`config.mk`:
```
export PLATFORM = sky130hd
export DESIGN_NAME = seg_scan_ctrl_flat
export DESIGN_NICKNAME = d
export VERILOG_FILES = /design/src/rtl/seg_pkg.sv /design/src/rtl/seg_scan_if.sv /design/src/rtl/display.sv /design/src/rtl/seg_scan_ctrl.sv /design/src/flat_wrapper.sv
export SDC_FILE = /design/constraint.sdc
export NUM_CORES = 1
export LEC_CHECK = 0
export BUFFER_PORTS_ARGS = -buffer_cell sky130_fd_sc_hd__buf_2
export CORE_ASPECT_RATIO = 1.75
export CORE_MARGIN = 2
export CORE_UTILIZATION = 62
export CTS_CLUSTER_SIZE = 14
export DETAILED_ROUTE_END_ITERATION = 8
export PLACE_DENSITY = 0.84
export SYNTH_ARGS = -nofsm -noshare
export SYNTH_HDL_FRONTEND = slang
export SYNTH_SLANG_ARGS = --single-unit
export TNS_END_PERCENT = 1
```
`constraint.sdc`:
```
create_clock -name clk -period 3.25 [get_ports clk]
set_input_delay 0.1625 -clock clk [delete_from_list [all_inputs] [get_ports clk]]
set_output_delay 0.1625 -clock clk [all_outputs]
set_load 0.05 [all_outputs]
```
`src/rtl/seg_pkg.sv`:
```
// Shared types and segment constants for the seven-segment scan path.
// Patterns are active-low, ordered [CG..CA].
package seg_pkg;

  localparam int NUM_DIGITS = 4;

  typedef logic [1:0] slot_t;

  localparam logic [6:0] SEG_BLANK = 7'h7F;
  localparam logic [6:0] SEG_0 = 7'b1000000;
  localparam logic [6:0] SEG_1 = 7'b1111001;
  localparam logic [6:0] SEG_2 = 7'b0100100;
  localparam logic [6:0] SEG_3 = 7'b0110000;
  localparam logic [6:0] SEG_4 = 7'b0011001;
  localparam logic [6:0] SEG_5 = 7'b0010010;
  localparam logic [6:0] SEG_6 = 7'b0000010;
  localparam logic [6:0] SEG_7 = 7'b1111000;
  localparam logic [6:0] SEG_8 = 7'b0000000;
  localparam logic [6:0] SEG_9 = 7'b0010000;

endpackage

```
`src/rtl/seg_scan_if.sv`:
```
// Digit-source and display-pin bundle of the scan controller.
// master is the datapath side, slave is the controller.
interface seg_scan_if;

  logic [15:0] digits;
  logic        load;
  logic [3:0]  blink_mask;
  logic        disp_en;
  logic [3:0]  anode_vec;
  logic [6:0]  cathode_vec;
  logic        load_ack;
  logic        frame_done;

  modport master (
    output digits,
    output load,
    output blink_mask,
    output disp_en,
    input  anode_vec,
    input  cathode_vec,
    input  load_ack,
    input  frame_done
  );

  modport slave (
    input  digits,
    input  load,
    input  blink_mask,
    input  disp_en,
    output anode_vec,
    output cathode_vec,
    output load_ack,
    output frame_done
  );

endinterface

```
`src/rtl/display.sv`:
```
// Combinational BCD to active-low segment decoder.
// Codes 10..15 show nothing.
module display
  import seg_pkg::*;
(
  input  logic [3:0] bcd,
  output logic [6:0] seg
);

  always_comb begin
    seg = SEG_BLANK;
    unique case (1'b1)
      (bcd == 4'd0): seg = SEG_0;
      (bcd == 4'd1): seg = SEG_1;
      (bcd == 4'd2): seg = SEG_2;
      (bcd == 4'd3): seg = SEG_3;
      (bcd == 4'd4): seg = SEG_4;
      (bcd == 4'd5): seg = SEG_5;
      (bcd == 4'd6): seg = SEG_6;
      (bcd == 4'd7): seg = SEG_7;
      (bcd == 4'd8): seg = SEG_8;
      (bcd == 4'd9): seg = SEG_9;
      (bcd > 4'd9):  seg = SEG_BLANK;
      default:       seg = SEG_BLANK;
    endcase
  end

endmodule

```
`src/rtl/seg_scan_ctrl.sv`:
```
// 4-digit multiplexed scan controller with tear-free shadow digits
// and per-slot blink; all pin outputs are registered.
module seg_scan_ctrl
  import seg_pkg::*;
#(
  parameter int REFRESH_DIV  = 100000,
  parameter int BLINK_FRAMES = 100
) (
  input  logic      clk,
  input  logic      rst_n,
  seg_scan_if.slave bus
);

  localparam int PW = $clog2(REFRESH_DIV);
  localparam int BW = $clog2(BLINK_FRAMES + 1);
  localparam logic [PW-1:0] PRE_LAST = PW'(REFRESH_DIV - 1);
  localparam logic [BW-1:0] BLK_LAST = BW'(BLINK_FRAMES - 1);

  logic [PW-1:0] pre_cnt;
  slot_t         slot;
  logic [BW-1:0] blink_cnt;
  logic          blink_phase;
  logic          pending;
  logic [15:0]   staging;
  logic [15:0]   shadow;

  logic                  tc;
  logic                  wrap;
  logic                  blank;
  logic [3:0]            cur_digit;
  logic [6:0]            seg;
  logic [NUM_DIGITS-1:0] anode_nxt;

  assign tc        = (pre_cnt == PRE_LAST);
  assign wrap      = tc && (slot == 2'd3);
  assign cur_digit = shadow[{slot, 2'b00} +: 4];
  assign blank     = ~bus.disp_en
                   | (bus.blink_mask[slot] & blink_phase);
  assign anode_nxt = blank ? 4'hF : ~(4'b0001 << slot);

  display u_display (
    .bcd (cur_digit),
    .seg (seg)
  );

  always_ff @(posedge clk) begin
    if (!rst_n) begin
      pre_cnt     <= '0;
      slot        <= '0;
      blink_cnt   <= '0;
      blink_phase <= 1'b0;
    end else begin
      if (tc) begin
        pre_cnt <= '0;
        slot    <= slot + 2'd1;
      end else begin
        pre_cnt <= pre_cnt + 1'b1;
      end
      if (wrap) begin
        if (blink_cnt == BLK_LAST) begin
          blink_cnt   <= '0;
          blink_phase <= ~blink_phase;
        end else begin
          blink_cnt <= blink_cnt + 1'b1;
        end
      end
    end
  end

  // Shadow only changes on a frame wrap so a frame never mixes digit sets.
  always_ff @(posedge clk) begin
    if (!rst_n) begin
      staging  <= 16'hFFFF;
      shadow   <= 16'hFFFF;
      pending  <= 1'b0;
      bus.load_ack <= 1'b0;
    end else begin
      bus.load_ack <= 1'b0;
      if (wrap && bus.load) begin
        staging      <= bus.digits;
        shadow       <= bus.digits;
        pending      <= 1'b0;
        bus.load_ack <= 1'b1;
      end else if (wrap && pending) begin
        shadow       <= staging;
        pending      <= 1'b0;
        bus.load_ack <= 1'b1;
      end else if (bus.load) begin
        staging <= bus.digits;
        pending <= 1'b1;
      end
    end
  end

  always_ff @(posedge clk) begin
    if (!rst_n) begin
      bus.anode_vec   <= 4'hF;
      bus.cathode_vec <= SEG_BLANK;
      bus.frame_done  <= 1'b0;
    end else begin
      bus.anode_vec   <= anode_nxt;
      bus.cathode_vec <= seg;
      bus.frame_done  <= wrap;
    end
  end

endmodule

```
`src/flat_wrapper.sv`:
```
// flat-port wrapper written by rule: the top's interface ports become plain ports
module seg_scan_ctrl_flat import seg_pkg::*;
#(
  parameter int REFRESH_DIV  = 100000,
  parameter int BLINK_FRAMES = 100
)
  (clk, rst_n, bus_digits, bus_load, bus_blink_mask, bus_disp_en, bus_anode_vec, bus_cathode_vec, bus_load_ack, bus_frame_done);
  seg_scan_if bus_i ();
  input  logic clk;
  input  logic rst_n;
  input wire logic [$bits(bus_i.digits)-1:0] bus_digits;
  input wire logic [$bits(bus_i.load)-1:0] bus_load;
  input wire logic [$bits(bus_i.blink_mask)-1:0] bus_blink_mask;
  input wire logic [$bits(bus_i.disp_en)-1:0] bus_disp_en;
  output wire logic [$bits(bus_i.anode_vec)-1:0] bus_anode_vec;
  output wire logic [$bits(bus_i.cathode_vec)-1:0] bus_cathode_vec;
  output wire logic [$bits(bus_i.load_ack)-1:0] bus_load_ack;
  output wire logic [$bits(bus_i.frame_done)-1:0] bus_frame_done;
  assign bus_i.digits = bus_digits;
  assign bus_i.load = bus_load;
  assign bus_i.blink_mask = bus_blink_mask;
  assign bus_i.disp_en = bus_disp_en;
  assign bus_anode_vec = bus_i.anode_vec;
  assign bus_cathode_vec = bus_i.cathode_vec;
  assign bus_load_ack = bus_i.load_ack;
  assign bus_frame_done = bus_i.frame_done;
  seg_scan_ctrl #(.REFRESH_DIV(REFRESH_DIV), .BLINK_FRAMES(BLINK_FRAMES)) u_core (.clk(clk), .rst_n(rst_n), .bus(bus_i));
endmodule
```
# Yosys cells after proc, flatten, opt, wreduce, memory -nomap -nowiden
# Cells that the tools add are included.
[totals] register_bits=73 out_inout_bits=13 elab_cells=58 in_bits=24
[op_classes] n_reduce_logical=11 order_cmp=1 muxes=11 add_sub_neg=3 n_eq_ne=13 n_bitwise=6 shifts=2
[ops] op="$mux W16" n=5
[ops] op="$pmux W7 S10" n=1
[ops] op="$add A17 B1 Y17 const B" n=1
[ops] op="$eq A17 B17 Y1 const B" n=1
[ops] op="$eq A4 B3 Y1 const B" n=4
[ops] op="$shiftx A16 B5 Y4" n=1
[ops] op="$eq A4 B2 Y1 const B" n=2
[ops] op="$eq A4 B4 Y1 const B" n=2
[ops] op="$add A7 B1 Y7 const B" n=1
[ops] op="$eq A7 B7 Y1 const B" n=1
[ops] op="$mux W7" n=1
[ops] op="$eq A4 B1 Y1 const B" n=1
[ops] op="$logic_not A4 Y1" n=1
[ops] op="$not A4 Y4" n=1
[ops] op="$reduce_and A2 Y1" n=2
[ops] op="$reduce_bool A2 Y1" n=2
[ops] op="$reduce_or A2 Y1" n=2
[ops] op="$shl A1 B2 Y4 const A" n=1
[ops] op="$logic_and A1 B1 Y1" n=3
[ops] op="$lt A2 B3 Y1 const B" n=1
[ops] op="$mux W1" n=3
[ops] op="$not A1 Y1" n=3
[ops] op="$reduce_or A3 Y1" n=1
[ops] op="$add A2 B1 Y2 const B" n=1
[ops] op="other kinds (5)" n=5

# Longest topological paths before layout
[logic_depth] depth_word=5 ltp_mapped=7 mapped_depth_nobuf=5

# By module
# From an unflattened synthesis, not the netlist that was laid out.
[hier_totals] cells_unflattened=347 hier_area_um2=3313.2
[by_module_without_submodules] mod="seg_scan_ctrl" area_per_inst_um2=3144.3 cells_each=321 n_inst=1 seq_area_each_um2=1461.4
[by_module_without_submodules] mod="display" area_per_inst_um2=168.9 cells_each=26 n_inst=1 seq_area_each_um2=0.0

# Least setup slack after synthesis
# Ideal clock, no wire load.
[synth_path] path_kind="flip-flop to flip-flop" from="register u_core.slot[0]" to="register u_core.bus.cathode_vec[6]" path_slack_ns=1.379 arrival_time_ns=1.749 synth_period_minus_slack_ns=1.871 stages_incl_launch_ff=7 setup_ns=0.122 required_time_ns=3.128 n_path_buf=2 path_cell_list="dfxtp_1 -> buf_2 -> mux4_2 -> buf_2 -> o21ai_1 -> nand2_1 -> a311o_1"
[synth_between] elab_chain_len=3 elab_cells_between_ends=12 cone_classes="eq/ne: 9; shift: 1; mux: 1; reduce/logical: 1"
[synth_rtl] element="start: declaration" line_no="seg_scan_ctrl.sv:20" text="slot_t slot;"
[synth_rtl] element="start signal: assignment" line_no="seg_scan_ctrl.sv:55" text="slot <= slot + 2'd1;"
[synth_rtl] element="$shiftx A16 B5 Y4 *" line_no="seg_scan_ctrl.sv:36" text="assign cur_digit = shadow[{slot, 2'b00} +: 4];"
[synth_rtl] element="$eq A4 B4 Y1 (tied with other cells)" line_no="display.sv:22" text="(bcd == 4'd9): seg = SEG_9;"
[synth_rtl] element="$pmux W7 S10 *" line_no="display.sv:12" text="unique case (1'b1)"
[synth_rtl] element="end signal: assignment" line_no="seg_scan_ctrl.sv:102" text="bus.cathode_vec <= seg;"
[synth_rtl] element="end: declaration" line_no="seg_scan_if.sv:31" text="output cathode_vec,"
# Every way passes the cells marked *; elsewhere a longest branch is shown, timed or not.
# A chain may end at the register's enable or synchronous reset.

# Worst setup path in the final report
[layout_path] from="register u_core.pre_cnt[0]" to="register u_core.shadow[7]"
[layout_between] elab_chain_len=4 elab_cells_between_ends=6 cone_classes="eq/ne: 1; mux: 1; reduce/logical: 4"
[layout_rtl] element="start: declaration" line_no="seg_scan_ctrl.sv:19" text="logic [PW-1:0] pre_cnt;"
[layout_rtl] element="start signal: assignment" line_no="seg_scan_ctrl.sv:57" text="pre_cnt <= pre_cnt + 1'b1;"
[layout_rtl] element="$eq A17 B17 Y1 *" line_no="seg_scan_ctrl.sv:34" text="assign tc = (pre_cnt == PRE_LAST);"
[layout_rtl] element="$logic_and A1 B1 Y1 *" line_no="seg_scan_ctrl.sv:35" text="assign wrap = tc && (slot == 2'd3);"
[layout_rtl] element="$logic_and A1 B1 Y1 (on tied branches)" line_no="seg_scan_ctrl.sv:79, seg_scan_ctrl.sv:84"
[layout_rtl] element="$mux W16 / $reduce_bool A2 Y1 (equally long branches)"
[layout_rtl] element="end signal: assignment" line_no="seg_scan_ctrl.sv:81" text="shadow <= bus.digits;"
[layout_rtl] element="end signal: assignment" line_no="seg_scan_ctrl.sv:85" text="shadow <= staging;"
[layout_rtl] element="end: declaration" line_no="seg_scan_ctrl.sv:25" text="logic [15:0] shadow;"
# Marks and branches as above.

==> impl_metrics.tcl <==
set metrics [dict create \
    worstSkewPairLatency_ps 340 \
    required_ps 3480 \
    clockPowerShare_pct 38.2 \
    grt_pass1_vias 2553 \
    postCtsSetupBuffers 0 \
    final.setup_skew_ps 7.915 \
    clock-sinks 73 \
    crit_path_top_delay_cell "and4_1" \
    worst-setup-path-type "reg -> reg" \
    setup-violations-final 0 \
    finalSetupTns_ps 0 \
    switchingPower_mw 0.3651 \
    antenna_found_initial 0 \
    path_cells "ha_1, and4_1, and4_1, nand2_1, o221ai_1" \
    io_pins 37 \
    n_antenna_cell 0 \
    dieHeight_um 98.79 \
    peakVddDrop_v 0.0005158 \
    worst_setup_path_start_kind "register" \
    yosysUniqueCellTypes 50 \
    drt_first_pass_iters 4 \
    critPathTopFamily "simple AND/OR/NAND/NOR gates" \
    min_period_over_period_pct 68.49 \
    syn-num-nets 368 \
    core_sq_mm 0.004977 \
    grt-ovfl-total 0 \
    root_buffer "clkbuf_8" \
    layout_commonest_cell "dfxtp_1" \
    slowest_delay_ps 430 \
    final_nets 395 \
    start_util_pct 63.95 \
    ys_warn_count 0 \
    synth-async-reset-ratio_pct 0 \
    placed_area_sq_mm 0.003354 \
    layout-area-overhead-vs-synth_pct 10.89 \
    clock_path_buffers 2 \
    clkTransAtPathRegs_ps 70 \
    rows 34 \
    internal_power_mw 1.266 \
    drive_above_1_share_pct 17.30 \
    maxCapViolCount 0 \
    synth_edf_count 0 \
    hold_viol_final 0 \
    syn_area_sq_mm 0.003183 \
    synth-seq-cells 73 \
    drc 0 \
    r2r_cells 5 \
    leakagePower_nw 1.429 \
    maxSlewHeadroom_pct 53.44 \
    postLayoutCellArea_sq_mm 0.003530 \
    p_comb_share_pct 5.4 \
    die_x_um 58.17 \
    cts.repair.resized 0 \
    routed_wl_mm 6.373 \
    routedWlPerCell_um 15.03 \
    worst_path_most_repeated_cell "and4_1" \
    via_count 2552 \
    htree_levels 3 \
    tritoncts "done" \
    r2r_slack_ps 1020 \
    dieArea_sq_mm 0.005746 \
    hold_ws_ps 54.77 \
    gp_congestion 0.8181 \
    placedCellCount 408 \
    synthCells 338 \
    cts_hold_buffers 0 \
    hp-class "in -> reg" \
    final_cells 424 \
    grt_max_degree 35 \
    pwr-share-seq_pct 56.4 \
    crit_buf_inv 0 \
    dp_hpwl_mm 4.551 \
    cp_max_fo 17 \
    portBuffers 36 \
    power_density_mw_per_mm2 462.2 \
    whs_path_depth 3 \
    max_freq_mhz 449.2 \
    finish.utilization_pct 70.91 \
    status "finished clean" \
    yosysSeqAreaShare_pct 45.91 \
    cts_buffers 9 \
    swShare_pct 22.38 \
    grt_pass1_wl_mm 11.01 \
    syn_area_per_cell_sq_um 9.417 \
    final_cell_mix "73 x dfxtp_1, 36 x buf_2, 35 x nand2_1, 27 x nor2_1, 22 x inv_1" \
    worst_pin_slew_ps 698.4 \
    grt_usage_pct 24.95 \
    crit_arrival_ps 2460 \
    via_per_inst 6.019 \
    drt_iter0_drc 97 \
    slew_violations 0 \
    nFillCells 379 \
    crit_cells 5 \
    antenna_left 0 \
    ys.flop_type "dfxtp_1" \
    grt_setup_unrepaired "no" \
    worstSetupEndpointType "register" \
    period_needed_ps 2226 \
]
[synthesized netlist by cell type, types with 4 or more instances]
cell / count / share of area, %
a21oi_1: 9 / 1.4
a22oi_1: 15 / 3.5
and3_1: 5 / 0.98
buf_2: 10 / 1.6
clkbuf_1: 11 / 1.3
dfxtp_1: 73 / 46
ha_1: 6 / 2.4
inv_1: 22 / 2.6
mux2i_1: 16 / 5.0
mux4_2: 5 / 3.5
nand2_1: 35 / 4.1
nand3_1: 10 / 1.6
nand4_1: 5 / 0.98
nor2_1: 27 / 3.2
nor3_1: 4 / 0.63
o21ai_0: 7 / 1.1
o221ai_1: 15 / 4.1
xnor2_1: 9 / 2.5
xor2_1: 5 / 1.4
[path summary, 6_finish.rpt]
path	startpoint	end
min reg2reg	u_core.staging[5]	u_core.staging[5]
max	u_core.pre_cnt[0]	u_core.shadow[7]
max reg2reg	u_core.pre_cnt[0]	u_core.shadow[7]
min	bus_digits[13]	u_core.staging[13]
[routing by layer]
layer / vias up / GRT usage, % / share of wire [%]
met2: 62 / 46.42 / 55
li1: 1285 / - / -
met1: 1188 / 25.47 / 38
met5: - / 0 / 0
met3: 17 / 5.118 / 3.5
met4: 0 / 11.63 / 3.1
[metrics by stage]
step	total power, mW	worst slack [ps]
2_1_floorplan	0.9979	1379
3_3_place_gp	1.026	1217
3_5_place_dp	1.029	1113
4_1_cts	1.643	1042
5_1_grt	1.696	850.1
6_report	1.632	1024
[area by class of cell]
| type | instances | area (sq um) | area share [%] |
|---|---|---|---|
| well taps | 54 | 67.56 | 1.914 |
| inverters | 22 | 82.58 | 2.340 |
| multi-input cells | 220 | 1540 | 43.64 |
| clock buffers | 14 | 162.7 | 4.608 |
| flip-flops and latches | 73 | 1461 | 41.40 |
| clock inverters | 2 | 12.51 | 0.3545 |
| repair buffers | 39 | 202.7 | 5.743 |
[tightest hold or removal path: stages]
cell and delay (ps):
buf_2 90, mux2i_1 60, nand2_1 50
[power groups by stage]
stage	Sequential, mW	Combinational (mW)	Clock (mW)
CTS	0.920	0.0886	0.634
detailed placement	0.941	0.0878	0
finish	0.920	0.0877	0.623
global route	0.922	0.0985	0.675
global placement	0.940	0.0860	0
floorplan	0.941	0.0569	0
[sequential cells by signal, indices dropped and copies added (netlist names), 2 cells and up]
signal / flops
u_core.staging: 16
u_core.bus.cathode_vec: 7
u_core.blink_cnt: 7
u_core.slot: 2
u_core.pre_cnt: 17
u_core.bus.anode_vec: 4
u_core.shadow: 16
[cell families (layout without fill, tap and decap cells)]
family	after synthesis	count (layout)	synth area share, %
buf+inv	45	77	5.700
compound gates	66	66	15.13
xor+xnor	14	14	3.852
fa+ha+maj	6	6	2.358
flops	73	73	45.91
simple gates	112	112	18.12
mux	22	22	8.923
(Power assumes the default switching activity.)
